File: src/rtl/m68k_bus_pkg.sv
// Shared definitions for the 68000 bus target.
//   - bus_state_e : one-hot FSM state encoding (8 states)
//   - BeUpper/BeLower : bit positions of UDS/LDS inside the 2-bit byte-enable field
//   - SyncStages : depth of the strobe synchronisers
//   - window_hit() : 24-bit address window decode
package m68k_bus_pkg;

  localparam int unsigned SyncStages = 2;

  localparam int unsigned BeUpper = 1;
  localparam int unsigned BeLower = 0;

  typedef enum logic [7:0] {
    StIdle      = 8'b0000_0001,
    StDecode    = 8'b0000_0010,
    StReq       = 8'b0000_0100,
    StWaitRsp   = 8'b0000_1000,
    StSetup     = 8'b0001_0000,
    StHold      = 8'b0010_0000,
    StBerrHold  = 8'b0100_0000,
    StAbortWait = 8'b1000_0000  // master gave up; drain the outstanding response
  } bus_state_e;

  // True when the word address falls in the 2^bits byte window starting at base.
  function automatic logic window_hit(input logic [22:0] a, input logic [23:0] base,
                                      input int unsigned bits);
    logic [23:0] byte_addr;
    byte_addr = {a, 1'b0};
    return (byte_addr >> bits) == (base >> bits);
  endfunction

endpackage

File: src/rtl/bus_sync2.sv
// Parameterised-width two-flop synchroniser for asynchronous bus strobes.
// Ports:
//   clk  - destination clock
//   rst  - asynchronous active-high reset, loads RESET_VAL
//   d    - asynchronous input bits
//   q    - synchronised output bits
module bus_sync2
  import m68k_bus_pkg::*;
#(
  parameter int unsigned          WIDTH     = 1,
  parameter logic [WIDTH-1:0]     RESET_VAL = '0
) (
  input  logic             clk,
  input  logic             rst,
  input  logic [WIDTH-1:0] d,
  output logic [WIDTH-1:0] q
);

  (* async_reg = "true" *) logic [SyncStages-1:0][WIDTH-1:0] stage_q;

  always_ff @(posedge clk or posedge rst) begin
    if (rst) begin
      stage_q <= {SyncStages{RESET_VAL}};
    end else begin
      stage_q <= {stage_q[SyncStages-2:0], d};
    end
  end

  assign q = stage_q[SyncStages-1];

endmodule

File: src/rtl/m68k_bus_target.sv
// Responder end of the 68000 asynchronous bus. Bus cycles hitting the window
// [BASE_ADDR, BASE_ADDR + 2^WINDOW_BITS) become one request to the Pi-side logic;
// the response is driven back and the cycle terminated with DTACK.
// Optional feature macro: M68K_TARGET_TIMEOUT_BERR_EN -- terminate with BERR after
// TIMEOUT_CYCLES without a response; when undefined nBERR_OE never asserts.
// Ports:
//   sys_clk, reset                 - clock, async active-high reset
//   nAS_IN/nUDS_IN/nLDS_IN/RnW_IN  - asynchronous bus strobes and direction
//   A_IN, D_IN                     - bus address [23:1] and write data
//   D_OUT, D_OE                    - read data and its output enable
//   nDTACK_OE, nBERR_OE            - 1 = pull the respective open-drain line low
//   req_*                          - request to Pi-side logic (valid/ready)
//   rsp_valid, rsp_rdata           - one-cycle completion pulse and read data
//   busy                           - FSM not idle
module m68k_bus_target
  import m68k_bus_pkg::*;
#(
  parameter logic [23:0] BASE_ADDR      = 24'hE90000,
  parameter int unsigned WINDOW_BITS    = 16,
  parameter int unsigned TIMEOUT_CYCLES = 4096
) (
  input  logic        sys_clk,
  input  logic        reset,
  input  logic        nAS_IN,
  input  logic        nUDS_IN,
  input  logic        nLDS_IN,
  input  logic        RnW_IN,
  input  logic [22:0] A_IN,
  input  logic [15:0] D_IN,
  output logic [15:0] D_OUT,
  output logic        D_OE,
  output logic        nDTACK_OE,
  output logic        nBERR_OE,
  output logic        req_valid,
  input  logic        req_ready,
  output logic [23:0] req_addr,
  output logic        req_rnw,
  output logic [1:0]  req_be,
  output logic [15:0] req_wdata,
  input  logic        rsp_valid,
  input  logic [15:0] rsp_rdata,
  output logic        busy
);

  if (TIMEOUT_CYCLES < 2) begin : gen_bad_timeout
    $error("TIMEOUT_CYCLES must be at least 2");
  end
  if ((BASE_ADDR & ((24'd1 << WINDOW_BITS) - 24'd1)) != 24'd0) begin : gen_bad_base
    $error("BASE_ADDR must be aligned to the window size");
  end

  logic [3:0] strobes_s;
  logic       as_n_s, uds_n_s, lds_n_s, rnw_s;

  // Strobes idle high (negated) and RnW idles as read while in reset.
  bus_sync2 #(
    .WIDTH    (4),
    .RESET_VAL(4'hF)
  ) u_sync (
    .clk(sys_clk),
    .rst(reset),
    .d  ({nAS_IN, nUDS_IN, nLDS_IN, RnW_IN}),
    .q  (strobes_s)
  );

  assign {as_n_s, uds_n_s, lds_n_s, rnw_s} = strobes_s;

  logic ds_any, hit, timeout;
  assign ds_any = !uds_n_s || !lds_n_s;
  // A_IN is only consulted in DECODE, where a synchronised AS guarantees it is stable.
  assign hit    = window_hit(A_IN, BASE_ADDR, WINDOW_BITS);

  bus_state_e  state_q;
  logic [15:0] d_out_q, req_wdata_q;
  logic        d_oe_q, dtack_q, berr_q, req_valid_q, req_rnw_q;
  logic [23:0] req_addr_q;
  logic [1:0]  req_be_q;

`ifdef M68K_TARGET_TIMEOUT_BERR_EN
  localparam int unsigned CntW = $clog2(TIMEOUT_CYCLES) + 1;

  logic [CntW-1:0] cnt_q;
  logic            cnt_run;

  // Also runs while draining an aborted request so a silent Pi side cannot wedge the FSM.
  assign cnt_run = (state_q == StReq) || (state_q == StWaitRsp) || (state_q == StAbortWait);
  assign timeout = cnt_run && (cnt_q == CntW'(TIMEOUT_CYCLES - 1));

  always_ff @(posedge sys_clk or posedge reset) begin
    if (reset) begin
      cnt_q <= '0;
    end else if (!cnt_run) begin
      cnt_q <= '0;
    end else if (!timeout) begin
      cnt_q <= cnt_q + 1'b1;
    end
  end
`else
  assign timeout = 1'b0;
`endif

  always_ff @(posedge sys_clk or posedge reset) begin
    if (reset) begin
      state_q     <= StIdle;
      d_out_q     <= '0;
      d_oe_q      <= 1'b0;
      dtack_q     <= 1'b0;
      berr_q      <= 1'b0;
      req_valid_q <= 1'b0;
      req_addr_q  <= '0;
      req_rnw_q   <= 1'b1;
      req_be_q    <= '0;
      req_wdata_q <= '0;
    end else begin
      unique case (state_q)
        StIdle: begin
          if (!as_n_s) state_q <= StDecode;
        end
        StDecode: begin
          if (as_n_s || !hit) begin
            state_q <= StIdle;
          end else if (ds_any) begin
            // Byte address bit 0 is set only for an LDS-only (odd byte) access.
            req_addr_q       <= {A_IN, uds_n_s};
            req_rnw_q        <= rnw_s;
            req_be_q[BeUpper] <= !uds_n_s;
            req_be_q[BeLower] <= !lds_n_s;
            if (!rnw_s) req_wdata_q <= D_IN;
            req_valid_q      <= 1'b1;
            state_q          <= StReq;
          end
        end
        StReq: begin
          // The request is held even if AS drops; an accepted request must be drained.
          if (timeout) begin
            req_valid_q <= 1'b0;
            berr_q      <= 1'b1;
            state_q     <= StBerrHold;
          end else if (req_ready) begin
            req_valid_q <= 1'b0;
            state_q     <= StWaitRsp;
          end
        end
        StWaitRsp: begin
          if (as_n_s) begin
            state_q <= rsp_valid ? StIdle : StAbortWait;
          end else if (timeout) begin
            berr_q  <= 1'b1;
            state_q <= StBerrHold;
          end else if (rsp_valid) begin
            d_out_q <= rsp_rdata;
            d_oe_q  <= req_rnw_q;
            state_q <= StSetup;
          end
        end
        StSetup: begin
          // Data has been on the bus for one cycle before DTACK goes out.
          if (as_n_s) begin
            d_oe_q  <= 1'b0;
            state_q <= StIdle;
          end else begin
            dtack_q <= 1'b1;
            state_q <= StHold;
          end
        end
        StHold: begin
          if (as_n_s) begin
            d_oe_q  <= 1'b0;
            dtack_q <= 1'b0;
            state_q <= StIdle;
          end
        end
        StBerrHold: begin
          if (as_n_s) begin
            berr_q  <= 1'b0;
            state_q <= StIdle;
          end
        end
        StAbortWait: begin
          if (rsp_valid || timeout) state_q <= StIdle;
        end
        default: state_q <= StIdle;
      endcase
    end
  end

  assign D_OUT     = d_out_q;
  // Never drive the data bus while the synchronised direction says write.
  assign D_OE      = d_oe_q && rnw_s;
  assign nDTACK_OE = dtack_q;
  assign nBERR_OE  = berr_q;
  assign req_valid = req_valid_q;
  assign req_addr  = req_addr_q;
  assign req_rnw   = req_rnw_q;
  assign req_be    = req_be_q;
  assign req_wdata = req_wdata_q;
  assign busy      = (state_q != StIdle);

endmodule
File: config.mk
export PLATFORM = sky130hd
export DESIGN_NAME = m68k_bus_target
export DESIGN_NICKNAME = d
export VERILOG_FILES = /design/src/rtl/m68k_bus_pkg.sv /design/src/rtl/bus_sync2.sv /design/src/rtl/m68k_bus_target.sv
export SDC_FILE = /design/constraint.sdc
export NUM_CORES = 1
export LEC_CHECK = 0
export ABC_CLOCK_PERIOD_IN_PS = 2150
export CAP_MARGIN = 0
export CORE_MARGIN = 8
export CORE_UTILIZATION = 39
export DETAILED_ROUTE_END_ITERATION = 7
export GPL_TIMING_DRIVEN = 0
export PLACE_DENSITY_LB_ADDON = 0.1
export SYNTH_ARGS = -nofsm -noshare
export SYNTH_HDL_FRONTEND = slang
export SYNTH_HIERARCHICAL = 1
export SYNTH_SLANG_ARGS = --single-unit
File: constraint.sdc
create_clock -name sys_clk -period 2.15 [get_ports sys_clk]
set_input_delay 0.5375 -clock sys_clk [delete_from_list [all_inputs] [get_ports sys_clk]]
set_output_delay 0.5375 -clock sys_clk [all_outputs]
set_load 0.02 [all_outputs]
# Word level (Yosys, flattened, before mapping)

Cells that the tools add are included.

Add/sub/neg operators: 0
Multiply operators: 0
Div/mod/pow operators: 0
$lt $le $gt $ge: 0
Equal/unequal tests: 23
Shift-type cells: 0
Mux-type cells: 21
Bitwise logic cells: 3
Reductions and logical operators: 18

Operator list:

| cell                                          | number |
|---|---|
| two-way mux 8 bit                             | 9 |
| one-hot mux 8 bit (7 select lines)            | 1 |
| == test 8 bit, second input constant          | 2 |
| != test 2 bit, second input constant          | 8 |
| AND reduction 4 bit                           | 3 |
| AND reduction 3 bit                           | 3 |
| == test 8 x 1 -> 1 bit, second input constant | 1 |
| == test 8 x 2 -> 1 bit, second input constant | 1 |
| == test 8 x 3 -> 1 bit, second input constant | 1 |
| == test 8 x 4 -> 1 bit, second input constant | 1 |
| == test 8 x 5 -> 1 bit, second input constant | 1 |
| == test 8 x 6 -> 1 bit, second input constant | 1 |
| == test 8 x 7 -> 1 bit, second input constant | 1 |
| != test 8 x 1 -> 1 bit, second input constant | 1 |
| two-way mux 1 bit                             | 7 |
| two-way mux 6 bit                             | 1 |
| != test 2 x 1 -> 1 bit, second input constant | 3 |
| one-hot mux 1 bit (2 select lines)            | 3 |
| AND reduction 6 bit                           | 1 |
| nonzero test 2 bit                            | 3 |
| OR reduction 2 bit                            | 2 |
| zero test 1 bit                               | 3 |
| != test 3 x 2 -> 1 bit, second input constant | 1 |
| != test 3 bit, second input constant          | 1 |
| 3 further kinds                               | 6 |

Register bits after elaboration: 78
Bits in latches: 0
Memory bits (writable): 0
ROM bits: 0
Word-level logic and storage cells: 76
Memories: 0

# Logic depth before layout (Yosys ltp)

Depth in word-level cells: 5
Depth in mapped cells: 9
Mapped depth without buffers: 5

# Modules after synthesis

Netlist, hierarchy kept.

By module, submodules not included:

| module          | times used | cells an instance | area each (um^2) | seq. area each (um^2) |
|---|---|---|---|---|
| m68k_bus_target | 1          | 215               | 2971.6           | 1729.2 |
| bus_sync2       | 1          | 13                | 244.0            | 210.2 |

# Worst setup path after synthesis

Ideal clock, no wire load.

Path kind: in2reg
Start point: in A_IN[19]
End point: reg req_wdata_q[0], in the netlist req_wdata[0]
Setup time: 0.125 ns
Arrival time: 2.000 ns
Required time: 2.025 ns
Setup slack: 0.025 ns
Stages on the path: 8
Buffers on the path: 3
Path through: nand4bb_1 nor3b_1 and4_1 buf_6 and2b_1 buf_6 buf_12 mux2_4

Longest elaborated chain between the ends: 5

Ends and longest elaborated chain:

| item                                 | RTL line               | text |
|---|---|---|
| start, declared                      | m68k_bus_target.sv:28  | `input logic [22:0] A_IN,` |
| == test 8 bit                        | m68k_bus_pkg.sv:29     | `return (byte_addr >> bits) == (base >> bits);` |
| zero test 1 bit                      | m68k_bus_target.sv:120 | `if (as_n_s \|\| !hit) begin` |
| logical OR 1 bit                     | m68k_bus_target.sv:120 |  |
| inverter 1 bit (no source line)      | --                     |  |
| AND reduction 4 bit (no source line) | --                     |  |
| end signal, assigned                 | m68k_bus_target.sv:113 | `req_wdata_q <= '0;` |
| end signal, assigned                 | m68k_bus_target.sv:128 | `if (!rnw_s) req_wdata_q <= D_IN;` |
| end, declared                        | m68k_bus_target.sv:74  | `logic [15:0] d_out_q, req_wdata_q;` |

No other way between the ends.
A chain may end at the register's enable or synchronous reset.

# Worst setup path in the final report

Start point: reg state_q[0]
End point: out busy

Longest elaborated chain between the ends: 1

Ends and longest elaborated chain:

| item                   | RTL line               | text |
|---|---|---|
| start, declared        | m68k_bus_target.sv:73  | `bus_state_e state_q;` |
| start signal, assigned | m68k_bus_target.sv:104 | `state_q <= StIdle;` |
| start signal, assigned | m68k_bus_target.sv:117 | `if (!as_n_s) state_q <= StDecode;` |
| start signal, assigned | m68k_bus_target.sv:121 | `state_q <= StIdle;` |
| != test 8 x 1 -> 1 bit | m68k_bus_target.sv:197 | `assign busy = (state_q != StIdle);` |
| end, declared          | m68k_bus_target.sv:42  | `output logic busy` |

No other way between the ends.

==> load_flow_metrics.sql <==
INSERT INTO impl_metrics (metric_group, metric, value, unit) VALUES
('sta', 'final.hold.worst_slack', '360', 'ps'),
('worst_setup_path', 'worst_path_slowest_cell', 'dfstp_2', ''),
('synthesis', 'sequential_share_of_the_synthesized_area', '0.603', ''),
('run', 'max-cap-violations', '0', ''),
('clock_network', 'tritoncts_clock_tree', 'yes', ''),
('layout', 'areaGrowthSynthToFinish', '55.8', '%'),
('synthesis', 'synthDominantAreaCellType', 'dfrtp_1', ''),
('drt', 'wl', '7870', 'microns'),
('global_route', 'grt_first_pass_wirelength', '12500', 'microns'),
('synthesis', 'netlist-cell-type-count', '48', ''),
('worst_setup_path', 'cp.buffers_inverters', '1', ''),
('global_route', 'antenna_found_initial', '0', ''),
('drt', 'drt.antenna.violating_nets', '0', ''),
('pwr', 'power.ir.vdd_worst', '0.461', 'mV'),
('drt', 'length_of_the_first_detailed_routing_pass_in_iterations', '4', ''),
('layout', 'antennaDiodeCount', '0', ''),
('worst_setup_path', 'worstPathRequired', '1610', 'ps'),
('layout', 'commonest_non_fill_non_tap_cells_in_the_layout', 'clkdlybuf4s50_1 (120), dfrtp_1 (67), mux2_2 (33)', ''),
('worst_setup_path', 'worst_setup_path_end_kind', 'output port', ''),
('die', 'num_rows', '33', ''),
('synthesis', 'syn_area', '3220', 'sq um'),
('synthesis', 'postSynthNetCount', '291', ''),
('place', 'finalWeightedCongestion', '0.758', ''),
('worst_setup_path', 'worst_path_largest_cell_delay', '620', 'ps'),
('place', 'post_dp_cell_area', '4640', 'sq um'),
('worst_setup_path', 'cp_data_arrival_time', '1510', 'ps'),
('drt', 'violation_count_after_the_first_detailed_route_iteration', '67', ''),
('drt', 'detailroute.via_count', '2343', ''),
('worst_setup_path', 'path_max_fanout', '7', ''),
('layout', 'multiInputGateArea', '1190', 'sq um'),
('sta', 'maxSlewViolCount', '0', ''),
('drt', 'detail_route.drc_violations', '0', ''),
('sta', 'rsz0062_at_grt', 'false', ''),
('layout', 'final-seq-area', '1940', 'sq um'),
('clock_network', 'cts_buffers', '9', ''),
('clock_network', 'clk_transition_reported_paths', '80', 'ps'),
('synthesis', 'post_synth.cell_area_avg', '14.1', 'sq um'),
('global_route', 'global_route_congestion_overflow_total', '0', ''),
('pwr', 'power_density', '848', 'nW/um^2'),
('layout', 'post_route_cells_drive_above_1_share', '0.310', ''),
('die', 'floorplan.initialDensity', '0.397', ''),
('min_path', 'hold_class', 'register to register', ''),
('global_route', 'grt_pass1_vias', '2415', ''),
('synthesis', 'ys_seq_elements', '77', ''),
('sta', 'fmaxAchievable', '488', 'MHz'),
('worst_setup_path', 'type_of_the_worst_setup_path', 'register to output port', ''),
('clock_network', 'cts_hold_repair.buffers', '0', ''),
('synthesis', 'synthDominantCellAreaShare', '0.521', ''),
('clock_network', 'worstSkewPairLatency', '340', 'ps'),
('layout', 'fin_area', '5010', 'sq um'),
('synthesis', 'yosysWarningCount', '6', ''),
('synthesis', 'synth.top_cells.by_area', 'dfrtp_1 (52%), mux2_2 (14%), dfstp_2 (8.2%), mux2_4 (4.7%), buf_4 (1.4%)', ''),
('die', 'pin_count', '127', ''),
('worst_setup_path', 'critPathTopFamily', 'flip-flops', ''),
('layout', 'final.fill_count', '650', ''),
('die', 'die_y', '107', 'microns'),
('drt', 'post_detailed_route_wirelength_per_cell', '16.3', 'microns'),
('sta', 'post-route-period-util', '0.954', ''),
('layout', 'layout_commonest_cell', 'clkdlybuf4s50_1', ''),
('clock_network', 'max-clock-path-buffers', '2', ''),
('die', 'die_area', '11400', 'sq um'),
('die', 'fp.coreArea', '8090', 'sq um'),
('status', 'run_status', 'complete, no violations', ''),
('global_route', 'largest_net_degree_at_the_start_of_global_routing', '30', ''),
('clock_network', 'clk_root_buffer_cell', 'clkbuf_8', ''),
('clock_network', 'clock_tree.htree_level_count', '3', ''),
('sta', 'finalSetupTns', '0', 'ps'),
('sta', 'layout_min_cycle_time', '2050', 'ps'),
('global_route', 'grt_util_all_layers', '0.139', ''),
('die', 'die_w', '107', 'microns'),
('worst_setup_path', 'cp_cell_sequence', 'nor4b_4 > nand2_1 > buf_2', ''),
('sta', 'report.final.hold_viol_count', '0', ''),
('clock_network', 'total_clock_sinks', '77', ''),
('sta', 'final.setup_skew', '8.70', 'ps'),
('place', 'port_buffers', '125', ''),
('place', 'dp.final_hpwl', '5810', 'microns'),
('sta', 'setup_viol', '0', ''),
('pwr', 'static-leakage-power', '2.32', 'nW'),
('worst_setup_path', 'crit_path_start_kind', 'register', ''),
('layout', 'nets_finish', '437', ''),
('synthesis', 'count_of_mapped_cells_out_of_synthesis', '228', ''),
('drt', 'detail_route.vias_per_cell', '4.85', '');
[registers in the layout, summed over array words and instances (netlist names)]
register	cells
u_sync/stage_q	4
d_oe_q	1
req_valid	1
req_wdata	16
u_sync/q	4
req_be	2
D_OUT	16
req_addr	24
state_q	7
req_rnw	1
nDTACK_OE	1
[kinds of logic (layout without fill, tap and decap cells)]
| kind of cell | after synthesis | after routing | share of synthesized area |
|---|---|---|---|
| AOI/OAI and AO/OA | 22 | 22 | 0.0475 |
| xor gates and xnor gates | 2 | 2 | 0.00545 |
| buffers and inverters | 20 | 170 | 0.0440 |
| DFF | 77 | 77 | 0.603 |
| muxes | 50 | 50 | 0.186 |
| other | 1 | 1 | 0.00117 |
| and+or+nand+nor | 56 | 56 | 0.112 |
[layout make-up]
cell class | instances | area share
Multi-Input combinational cell | 131 | 0.237
Sequential cell | 77 | 0.387
Buffer | 15 | 0.0247
Clock inverter | 6 | 0.0177
Timing Repair Buffer | 138 | 0.280
Clock buffer | 9 | 0.0247
Inverter | 2 | 0.00225
Tap cell | 105 | 0.0262
[through the flow]
| stage | power (mW) | std cells | utilization | setup WS (ps) |
|---|---|---|---|---|
| after floorplan | 2.50 | 228 | - | 25.3 |
| after global placement | 3.05 | 458 | 0.569 | -613 |
| after detailed placement | 3.07 | 460 | 0.574 | -609 |
| after CTS | 4.29 | 481 | 0.612 | 4.07 |
| after global routing | 4.48 | 483 | 0.619 | 8.50 |
| final | 4.25 | 483 | 0.619 | 99.9 |
[synthesized netlist by cell type, drive strengths merged]
library cell  number
and3b              2
nor3b              3
a22o               1
nand3b             1
o22ai              1
a21o               2
o22a               1
nor3               2
nor2b              5
nand2b             1
clkbuf             5
nand3              2
a21oi              5
conb               1
o221ai             1
mux2i              1
xor2               2
a32o               1
mux2              49
nand4              4
o211ai             1
o21ba              1
o21a               1
or4                1
o21ai              6
inv                2
nor4b              3
nand2              6
and4b              2
nor2              12
and2               2
dfstp             10
or2                6
and2b              1
buf               13
nand4bb            1
dfrtp             67
a2111oi            1
and4               2
[power by group]
group,switching (mW),internal [mW]
clock network,0.520,0.647
logic,0.603,0.708
registers,0.117,1.65
[what timing repair did]
action                     CTS  global route
cloned                       1             0
setup buffers                7             3
pin swaps                    5             4
setup endpoints to repair   30            44
resized for setup           13            15
[metal layers]
layer / global-route usage / up-vias / wire length (microns)
met5: 0 / - / 0
met4: 0.0623 / 0 / 105
met3: 0.0618 / 10 / 822
met2: 0.202 / 97 / 3610
met1: 0.175 / 1146 / 3330
li1: - / 1090 / -
[final timing paths]
check,start,to,slack (ps),cells after the start
setup reg to reg,u_sync/q[3],req_wdata[11],150,8
max in group asynchronous,reset,req_rnw,1080,3
min in group asynchronous,reset,req_wdata[8],550,2
hold reg to reg,u_sync/stage_q[3],u_sync/q[3],360,0
setup / recovery,state_q[0],busy,100,3
hold / removal,u_sync/stage_q[3],u_sync/q[3],360,0
(Power assumes the default switching activity.)
